===== src/rtl/modex_sequencer.sv =====
// Self-timed run controller in front of the MODEX processor: issues one start per word,
// waits for the result with a per-word timeout, and writes it to the result RAM.
//   state   | meaning
//   S_IDLE  | waiting for a rising edge on go
//   S_ISSUE | mx_start pulse for the current word
//   S_WAIT  | waiting for mx_done, timer running
//   S_WRITE | wr_en pulse, advance to the next word
//   S_DONE  | run complete, held until go is low
//   S_ERROR | word timed out, held until go is low
module modex_sequencer #(
  parameter int ADDR      = 10,
  parameter int ARQ       = 16,
  parameter int NUM_WORDS = 1024,
  parameter int TIMEOUT   = 4095
) (
  input  logic            clk,
  input  logic            rst,
  input  logic            go,
  input  logic            abort,
  output logic            busy,
  output logic            done,
  output logic            err_timeout,
  output logic [ADDR-1:0] mx_addr,
  output logic            mx_start,
  input  logic            mx_done,
  input  logic [ARQ-1:0]  mx_result,
  output logic            wr_en,
  output logic [ADDR-1:0] wr_addr,
  output logic [ARQ-1:0]  wr_data,
  output logic [ADDR:0]   words_written
);

  localparam int TW = (TIMEOUT > 1) ? $clog2(TIMEOUT) : 1;
  localparam logic [TW-1:0]   TLOAD     = TW'(TIMEOUT - 1);
  localparam logic [ADDR-1:0] LAST_ADDR = ADDR'(NUM_WORDS - 1);

  typedef enum logic [2:0] {
    S_IDLE, S_ISSUE, S_WAIT, S_WRITE, S_DONE, S_ERROR
  } state_t;

  state_t        state;
  logic          go_q;
  logic [TW-1:0] wait_cnt;

  // Timer counts down from TIMEOUT-1; the WAIT cycle that sees zero is the last one allowed.
  always_ff @(posedge clk) begin
    if (rst) begin
      state         <= S_IDLE;
      go_q          <= 1'b0;
      wait_cnt      <= '0;
      busy          <= 1'b0;
      done          <= 1'b0;
      err_timeout   <= 1'b0;
      mx_addr       <= '0;
      mx_start      <= 1'b0;
      wr_en         <= 1'b0;
      wr_addr       <= '0;
      wr_data       <= '0;
      words_written <= '0;
    end else begin
      go_q     <= go;
      mx_start <= 1'b0;
      wr_en    <= 1'b0;
      if (abort) begin
        state       <= S_IDLE;
        busy        <= 1'b0;
        done        <= 1'b0;
        err_timeout <= 1'b0;
      end else begin
        case (state)
          S_IDLE: begin
            if (go && !go_q) begin
              mx_addr       <= '0;
              words_written <= '0;
              mx_start      <= 1'b1;
              busy          <= 1'b1;
              state         <= S_ISSUE;
            end
          end
          S_ISSUE: begin
            wait_cnt <= TLOAD;
            state    <= S_WAIT;
          end
          S_WAIT: begin
            if (mx_done) begin
              wr_data       <= mx_result;
              wr_addr       <= mx_addr;
              wr_en         <= 1'b1;
              words_written <= words_written + 1'b1;
              state         <= S_WRITE;
            end else if (wait_cnt == '0) begin
              busy        <= 1'b0;
              err_timeout <= 1'b1;
              state       <= S_ERROR;
            end else begin
              wait_cnt <= wait_cnt - 1'b1;
            end
          end
          S_WRITE: begin
            if (mx_addr == LAST_ADDR) begin
              busy  <= 1'b0;
              done  <= 1'b1;
              state <= S_DONE;
            end else begin
              mx_addr  <= mx_addr + 1'b1;
              mx_start <= 1'b1;
              state    <= S_ISSUE;
            end
          end
          S_DONE: begin
            if (!go) begin
              done  <= 1'b0;
              state <= S_IDLE;
            end
          end
          S_ERROR: begin
            if (!go) begin
              err_timeout <= 1'b0;
              state       <= S_IDLE;
            end
          end
          default: begin
            busy        <= 1'b0;
            done        <= 1'b0;
            err_timeout <= 1'b0;
            state       <= S_IDLE;
          end
        endcase
      end
    end
  end

endmodule


===== config.mk =====
export PLATFORM = sky130hd
export DESIGN_NAME = modex_sequencer
export DESIGN_NICKNAME = d
export VERILOG_FILES = /design/src/rtl/modex_sequencer.sv
export SDC_FILE = /design/constraint.sdc
export NUM_CORES = 1
export LEC_CHECK = 0
export ABC_AREA = 1
export CAP_MARGIN = 20
export CORE_MARGIN = 3
export CORE_UTILIZATION = 55
export CTS_BUF_LIST = sky130_fd_sc_hd__clkbuf_4 sky130_fd_sc_hd__clkbuf_8
export DETAILED_ROUTE_END_ITERATION = 6
export HOLD_SLACK_MARGIN = 0.05
export PLACE_DENSITY = 0.81
export REMOVE_ABC_BUFFERS = 1
export SYNTH_ARGS = -nofsm -noshare
export SYNTH_HDL_FRONTEND = slang
export SYNTH_SLANG_ARGS = --single-unit

===== constraint.sdc =====
create_clock -name clk -period 2.5 [get_ports clk]
set_input_delay 0.5 -clock clk [delete_from_list [all_inputs] [get_ports clk]]
set_output_delay 0.5 -clock clk [all_outputs]
set_load 0.01 [all_outputs]

**Word level (Yosys, flattened, before mapping)**

Cells that the tools add are included.

- Flip-flop bits (word level): 68
- Bits in latches: 0
- Memory bits (writable): 0
- ROM bits: 0
- Input port bits: 21
- Output and inout bits: 52
- Word-level logic and storage cells: 88
- Memories kept: 0

- Add/subtract/negate cells: 3
- $mul: 0
- Divide/modulo/power cells: 0
- $lt $le $gt $ge: 0
- Equality and inequality tests: 17
- Shift-type cells: 0
- Multiplexer cells: 30
- Bitwise gates (word level): 5
- Reductions and logical operators: 21

Operator list:

| kind | number |
|---|---|
| 12-bit 2-to-1 mux | 2 |
| 12-bit case mux with 2 select lines | 1 |
| 11-bit 2-to-1 mux | 2 |
| 11-bit case mux with 2 select lines | 1 |
| 10-bit 2-to-1 mux | 2 |
| 2-bit != test, second input constant | 10 |
| 10-bit case mux with 2 select lines | 1 |
| 4-bit AND reduction | 4 |
| 3-bit 2-to-1 mux | 5 |
| 3-bit case mux with 5 select lines | 1 |
| 12-bit logical NOT | 1 |
| 12-bit by 1-bit subtractor with 12-bit output, second input constant | 1 |
| 11-bit by 1-bit adder with 11-bit output, second input constant | 1 |
| 1-bit 2-to-1 mux | 11 |
| 10-bit by 1-bit adder with 10-bit output, second input constant | 1 |
| 10-bit == test, second input constant | 1 |
| 3-bit AND reduction | 3 |
| 4-bit OR reduction | 2 |
| 3-bit by 2-bit == test with 1-bit output, second input constant | 2 |
| 3-bit == test, second input constant | 2 |
| 1-bit case mux with 3 select lines | 2 |
| 2-bit nonzero test | 3 |
| 3-bit OR reduction | 2 |
| 1-bit NOT | 5 |
| 9 further kinds | 10 |

**Logic depth before layout (Yosys ltp)**

- Depth after elaboration: 4
- Depth in mapped cells: 11
- Mapped depth without buffers: 11

**Worst setup path before layout**

Ideal clock, no wire load.

- Kind: input to register
- Start point: input go
- End point: register mx_addr[4]
- Library setup time: 0.117 ns
- Data arrival time: 1.471 ns
- Data required time: 2.383 ns
- Path slack: 0.912 ns
- Stages on the path: 9
- Buffers on the path: 1
- Path through: inv_1 > or2_2 > nand2_4 > nand2_4 > nor2_4 > nand2_2 > buf_6 > o21ai_0 > nor2_1

- Longest elaborated chain between the ends: 3

Ends and longest elaborated chain:

| element | line | RTL |
|---|---|---|
| start: declaration | 18 | `input logic go,` |
| 1-bit logical AND | 72 | `if (go && !go_q) begin` |
| 2-bit != test (no line) | -- |  |
| 4-bit AND reduction (no line) | -- |  |
| end signal: assignment | 105 | `mx_addr <= mx_addr + 1'b1;` |
| end: declaration | 23 | `output logic [ADDR-1:0] mx_addr,` |

Every way passes these cells.
A chain may end at the register's enable or synchronous reset.

**Final worst setup path**

- Start point: register mx_addr[1]
- End point: register mx_addr[8]

- Longest elaborated chain between the ends: 3
- Elaborated cells between the ends (all ways): 6
- Classes of those cells: 1 x add/sub; 2 x eq/ne; 2 x mux; 1 x reduce/logical

Ends and longest elaborated chain:

| element | line |
|---|---|
| 10-bit by 1-bit adder with 10-bit output / 10-bit == test (equally long branches) | 105, 100 |
| 10-bit 2-to-1 mux / 2-bit != test (equally long branches) | -- |
| 10-bit case mux with 2 select lines / 4-bit AND reduction (equally long branches) | -- |

Several ways; a longest one is shown, not always the timed one. The select of a mux whose other input is x is not followed.

==> flow_metrics.tcl <==
set metrics [dict create \
    post-route-worst-setup-slack_ns 0.3715 \
    drc 0 \
    layout_worst_path_cycle_share 0.8514 \
    dp_slack_ns 0.2449 \
    grt.overflow.total 0 \
    syn_avg_cell_area_um2 6.755 \
    initial_antenna_violation_count 0 \
    clock_tree.htree_level_count 3 \
    final_nets 602 \
    maximum_number_of_pins_on_one_net_before_global_route_repair 33 \
    ir_drop_v 0.0004771 \
    max_slew.worst_pin.slew_ns 0.5215 \
    drt_first_iter_violations 195 \
    final_antenna_net_count 0 \
    timing.slew.headroom 0.6518 \
    net-switching-power_uw 620.7 \
    dieWidth_um 84.84 \
    mappedNetlistArea_um2 3418 \
    cts_resized 0 \
    cts.sink_count 68 \
    power_report.internal_total_uw 1912 \
    timing.reg2reg.worst_path_depth 8 \
    p_comb_frac 0.117 \
    ios 73 \
    power_switching_share 0.2451 \
    grt_setup_unrepaired "false" \
    antenna-diode-count 0 \
    yosys.area.top_type_share 0.3982 \
    power.density_nw_per_um2 571.8 \
    die-height_um 84.84 \
    first_global_vias 3374 \
    maxCapViolCount 0 \
    worst-path-max-fanout 12 \
    totalNegativeSetupSlack_ns 0 \
    floorplan.die_area_um2 7197 \
    grt_usage 0.2561 \
    clock_skew_ns 0.006470 \
    clock_power_share 0.440 \
    hold_violations 0 \
    worst_hold_path_type "reg -> reg" \
    pwr-share-seq 0.443 \
    number_of_max_slew_violations_in_the_final_report 0 \
    finish.utilization 0.7437 \
    clock_insertion_delay_worst_skew_ns 0.34 \
    synth.ff_latch_count 68 \
    path_clk_slew_ns 0.07 \
    initial_core_util 0.5739 \
    setup-violations-final 0 \
    endpoint_type_of_the_worst_setup_path "flip-flop" \
    highest_layer "met4" \
    root_buffer "sky130_fd_sc_hd__clkbuf_8" \
    wire_length_of_the_first_global_routing_pass_mm 15.26 \
    share_of_final_layout_standard_cells_stronger_than_drive_strength_1 0.09107 \
    cts_hold_buf 0 \
    tritoncts "yes" \
    post-cts-setup-buffer-count 0 \
    finalCriticalPeriod_ns 2.128 \
    clock_tree.buffer_depth 2 \
    cts_inserted_buffers 9 \
    detail_route.first_pass.iterations 5 \
    start_kind "flip-flop" \
    timing.hold.worst_path_depth 2 \
    status "completed" \
    syn-instance-count 506 \
    cp.required_ns 2.71 \
    synthTopCellsByArea "sky130_fd_sc_hd__dfxtp_1 (40%), sky130_fd_sc_hd__nand2_1 (11%), sky130_fd_sc_hd__nor2_1 (10%)" \
    syn_to_final_growth_pct 29.58 \
    ys_types 30 \
    worst-endpoint-arrival_ns 2.34 \
    static-leakage-power_uw 0.001654 \
    yosysWarnings 0 \
    route.met3.wl_um 545 \
    place.detailed.hpwl_mm 6.367 \
    max_freq_mhz 469.8 \
    netlist.top_cell.by_area "sky130_fd_sc_hd__dfxtp_1" \
    fp-row-count 28 \
    m1WireLength_mm 3.931 \
    detail_route.wirelength_mm 9.068 \
    synth-seq-area-share 0.3982 \
    type_of_the_worst_setup_path "reg -> reg" \
    route.vias.total 3597 \
    count_of_port_buffers_added_during_placement 72 \
    core_um2 5956 \
    report.power.total_uw 2533 \
    dr_wl_met2_mm 4.404 \
    via_per_inst 5.475 \
    place_congestion 0.9154 \
    route.detailed.wl_per_inst_um 13.80 \
]
-- layout by cell type, fill, tap and decap left out, types with 2 or more instances in the layout --
master and n:
sky130_fd_sc_hd__nor3_1 5, sky130_fd_sc_hd__nand2_1 103, sky130_fd_sc_hd__nor2_2 6, sky130_fd_sc_hd__o21ai_1 2, sky130_fd_sc_hd__or2_2 4, sky130_fd_sc_hd__buf_4 7
sky130_fd_sc_hd__nor2_4 3, sky130_fd_sc_hd__a21oi_1 41, sky130_fd_sc_hd__o21ai_0 41, sky130_fd_sc_hd__clkbuf_8 10, sky130_fd_sc_hd__nand3b_1 4, sky130_fd_sc_hd__dfxtp_1 68
sky130_fd_sc_hd__ha_1 4, sky130_fd_sc_hd__nand2_2 5, sky130_fd_sc_hd__bufinv_16 3, sky130_fd_sc_hd__nor2_1 93, sky130_fd_sc_hd__nand3_1 39, sky130_fd_sc_hd__inv_1 37
sky130_fd_sc_hd__clkdlybuf4s50_1 72, sky130_fd_sc_hd__nand4_1 15, sky130_fd_sc_hd__inv_2 5, sky130_fd_sc_hd__xor2_1 2, sky130_fd_sc_hd__nand2_4 4
-- cells by family after synthesis --
group | after synthesis | synth area share
flops | 68 | 0.3982
compound gates | 87 | 0.1299
xor+xnor | 3 | 0.007688
buf+inv | 62 | 0.07796
simple gates | 282 | 0.3715
fa+ha+maj | 4 | 0.01464
-- final timing paths --
check	startpoint	slack, ns	endpoint
max	mx_addr[1]	0.37	mx_addr[8]
min	err_timeout	0.47	err_timeout
max reg2reg	mx_addr[1]	0.37	mx_addr[8]
min reg2reg	err_timeout	0.47	err_timeout
-- Yosys cell counts --
| cell | n |
|---|---|
| sky130_fd_sc_hd__dfxtp_1 | 68 |
| sky130_fd_sc_hd__buf_6 | 3 |
| sky130_fd_sc_hd__xor2_1 | 2 |
| sky130_fd_sc_hd__a21oi_1 | 41 |
| sky130_fd_sc_hd__nor2_4 | 3 |
| sky130_fd_sc_hd__nand2_2 | 5 |
| sky130_fd_sc_hd__a21oi_2 | 1 |
| sky130_fd_sc_hd__nand4_1 | 15 |
| sky130_fd_sc_hd__nand2_1 | 103 |
| sky130_fd_sc_hd__clkbuf_1 | 9 |
| sky130_fd_sc_hd__a31oi_1 | 1 |
| sky130_fd_sc_hd__o21ai_1 | 2 |
| sky130_fd_sc_hd__buf_2 | 4 |
| sky130_fd_sc_hd__ha_1 | 4 |
| sky130_fd_sc_hd__clkinv_1 | 1 |
| sky130_fd_sc_hd__or2_2 | 4 |
| sky130_fd_sc_hd__xnor2_1 | 1 |
| sky130_fd_sc_hd__clkbuf_2 | 2 |
| sky130_fd_sc_hd__nand3_4 | 1 |
| sky130_fd_sc_hd__inv_2 | 5 |
| sky130_fd_sc_hd__nor2_2 | 6 |
| sky130_fd_sc_hd__nor3_1 | 5 |
| sky130_fd_sc_hd__o21ai_0 | 41 |
| sky130_fd_sc_hd__o21ai_2 | 1 |
| sky130_fd_sc_hd__buf_4 | 1 |
| sky130_fd_sc_hd__inv_1 | 37 |
| sky130_fd_sc_hd__nand3_1 | 39 |
| sky130_fd_sc_hd__nand2_4 | 4 |
| sky130_fd_sc_hd__nand3b_1 | 4 |
| sky130_fd_sc_hd__nor2_1 | 93 |
-- sequential cells by signal, summed over array words and instances (netlist names) --
register and count:
done 1, go_q 1, wr_en 1, mx_start 1, wr_addr 10, err_timeout 1, state 3, wr_data 16
wait_cnt 12, words_written 11, busy 1, mx_addr 10
-- power by group through the flow --
stage	Combinational (µW)	Clock, µW	Sequential, µW
finish	297	1110	1120
global route	330	1170	1130
CTS	294	1130	1120
detailed placement	291	0	1150
global placement	284	0	1150
floorplan	179	0	1150
-- per-stage QoR --
| step | instance area [µm²] | hold WS [ns] | std cells |
|---|---|---|---|
| detailed placement | 4180 | 0.4583 | 641 |
| global placement | 4180 | 0.4497 | 641 |
| CTS | 4429 | 0.4718 | 657 |
| finish | 4429 | 0.4676 | 657 |
| global route | 4429 | 0.4997 | 657 |
| floorplan | 3313 | 0.4606 | 487 |
-- layout make-up --
type / instances / area, µm²
Clock buffer: 10 / 137.6
Clock inverter: 6 / 111.4
Fill cell: 483 / 1526
Inverter: 43 / 161.4
Multi-Input combinational cell: 376 / 1790
Sequential cell: 68 / 1361
Tap cell: 75 / 93.84
Timing Repair Buffer: 79 / 773.2
-- metal layers --
metal / track usage / up-vias
met5: 0 / -
met4: 0.1237 / 0
met3: 0.04369 / 17
met2: 0.4370 / 138
met1: 0.3128 / 1661
li1: - / 1781
-- critical path, cell delays in order (launching register included) --
cell                      delay, ns
sky130_fd_sc_hd__dfxtp_1       0.47
sky130_fd_sc_hd__ha_1          0.27
sky130_fd_sc_hd__nand3_1       0.13
sky130_fd_sc_hd__nor2_2        0.24
sky130_fd_sc_hd__nand4_1       0.26
sky130_fd_sc_hd__nand2_2       0.28
sky130_fd_sc_hd__inv_1         0.16
sky130_fd_sc_hd__nand2_1       0.12
sky130_fd_sc_hd__a21oi_1       0.07
Power figures use the tool's default switching activity.
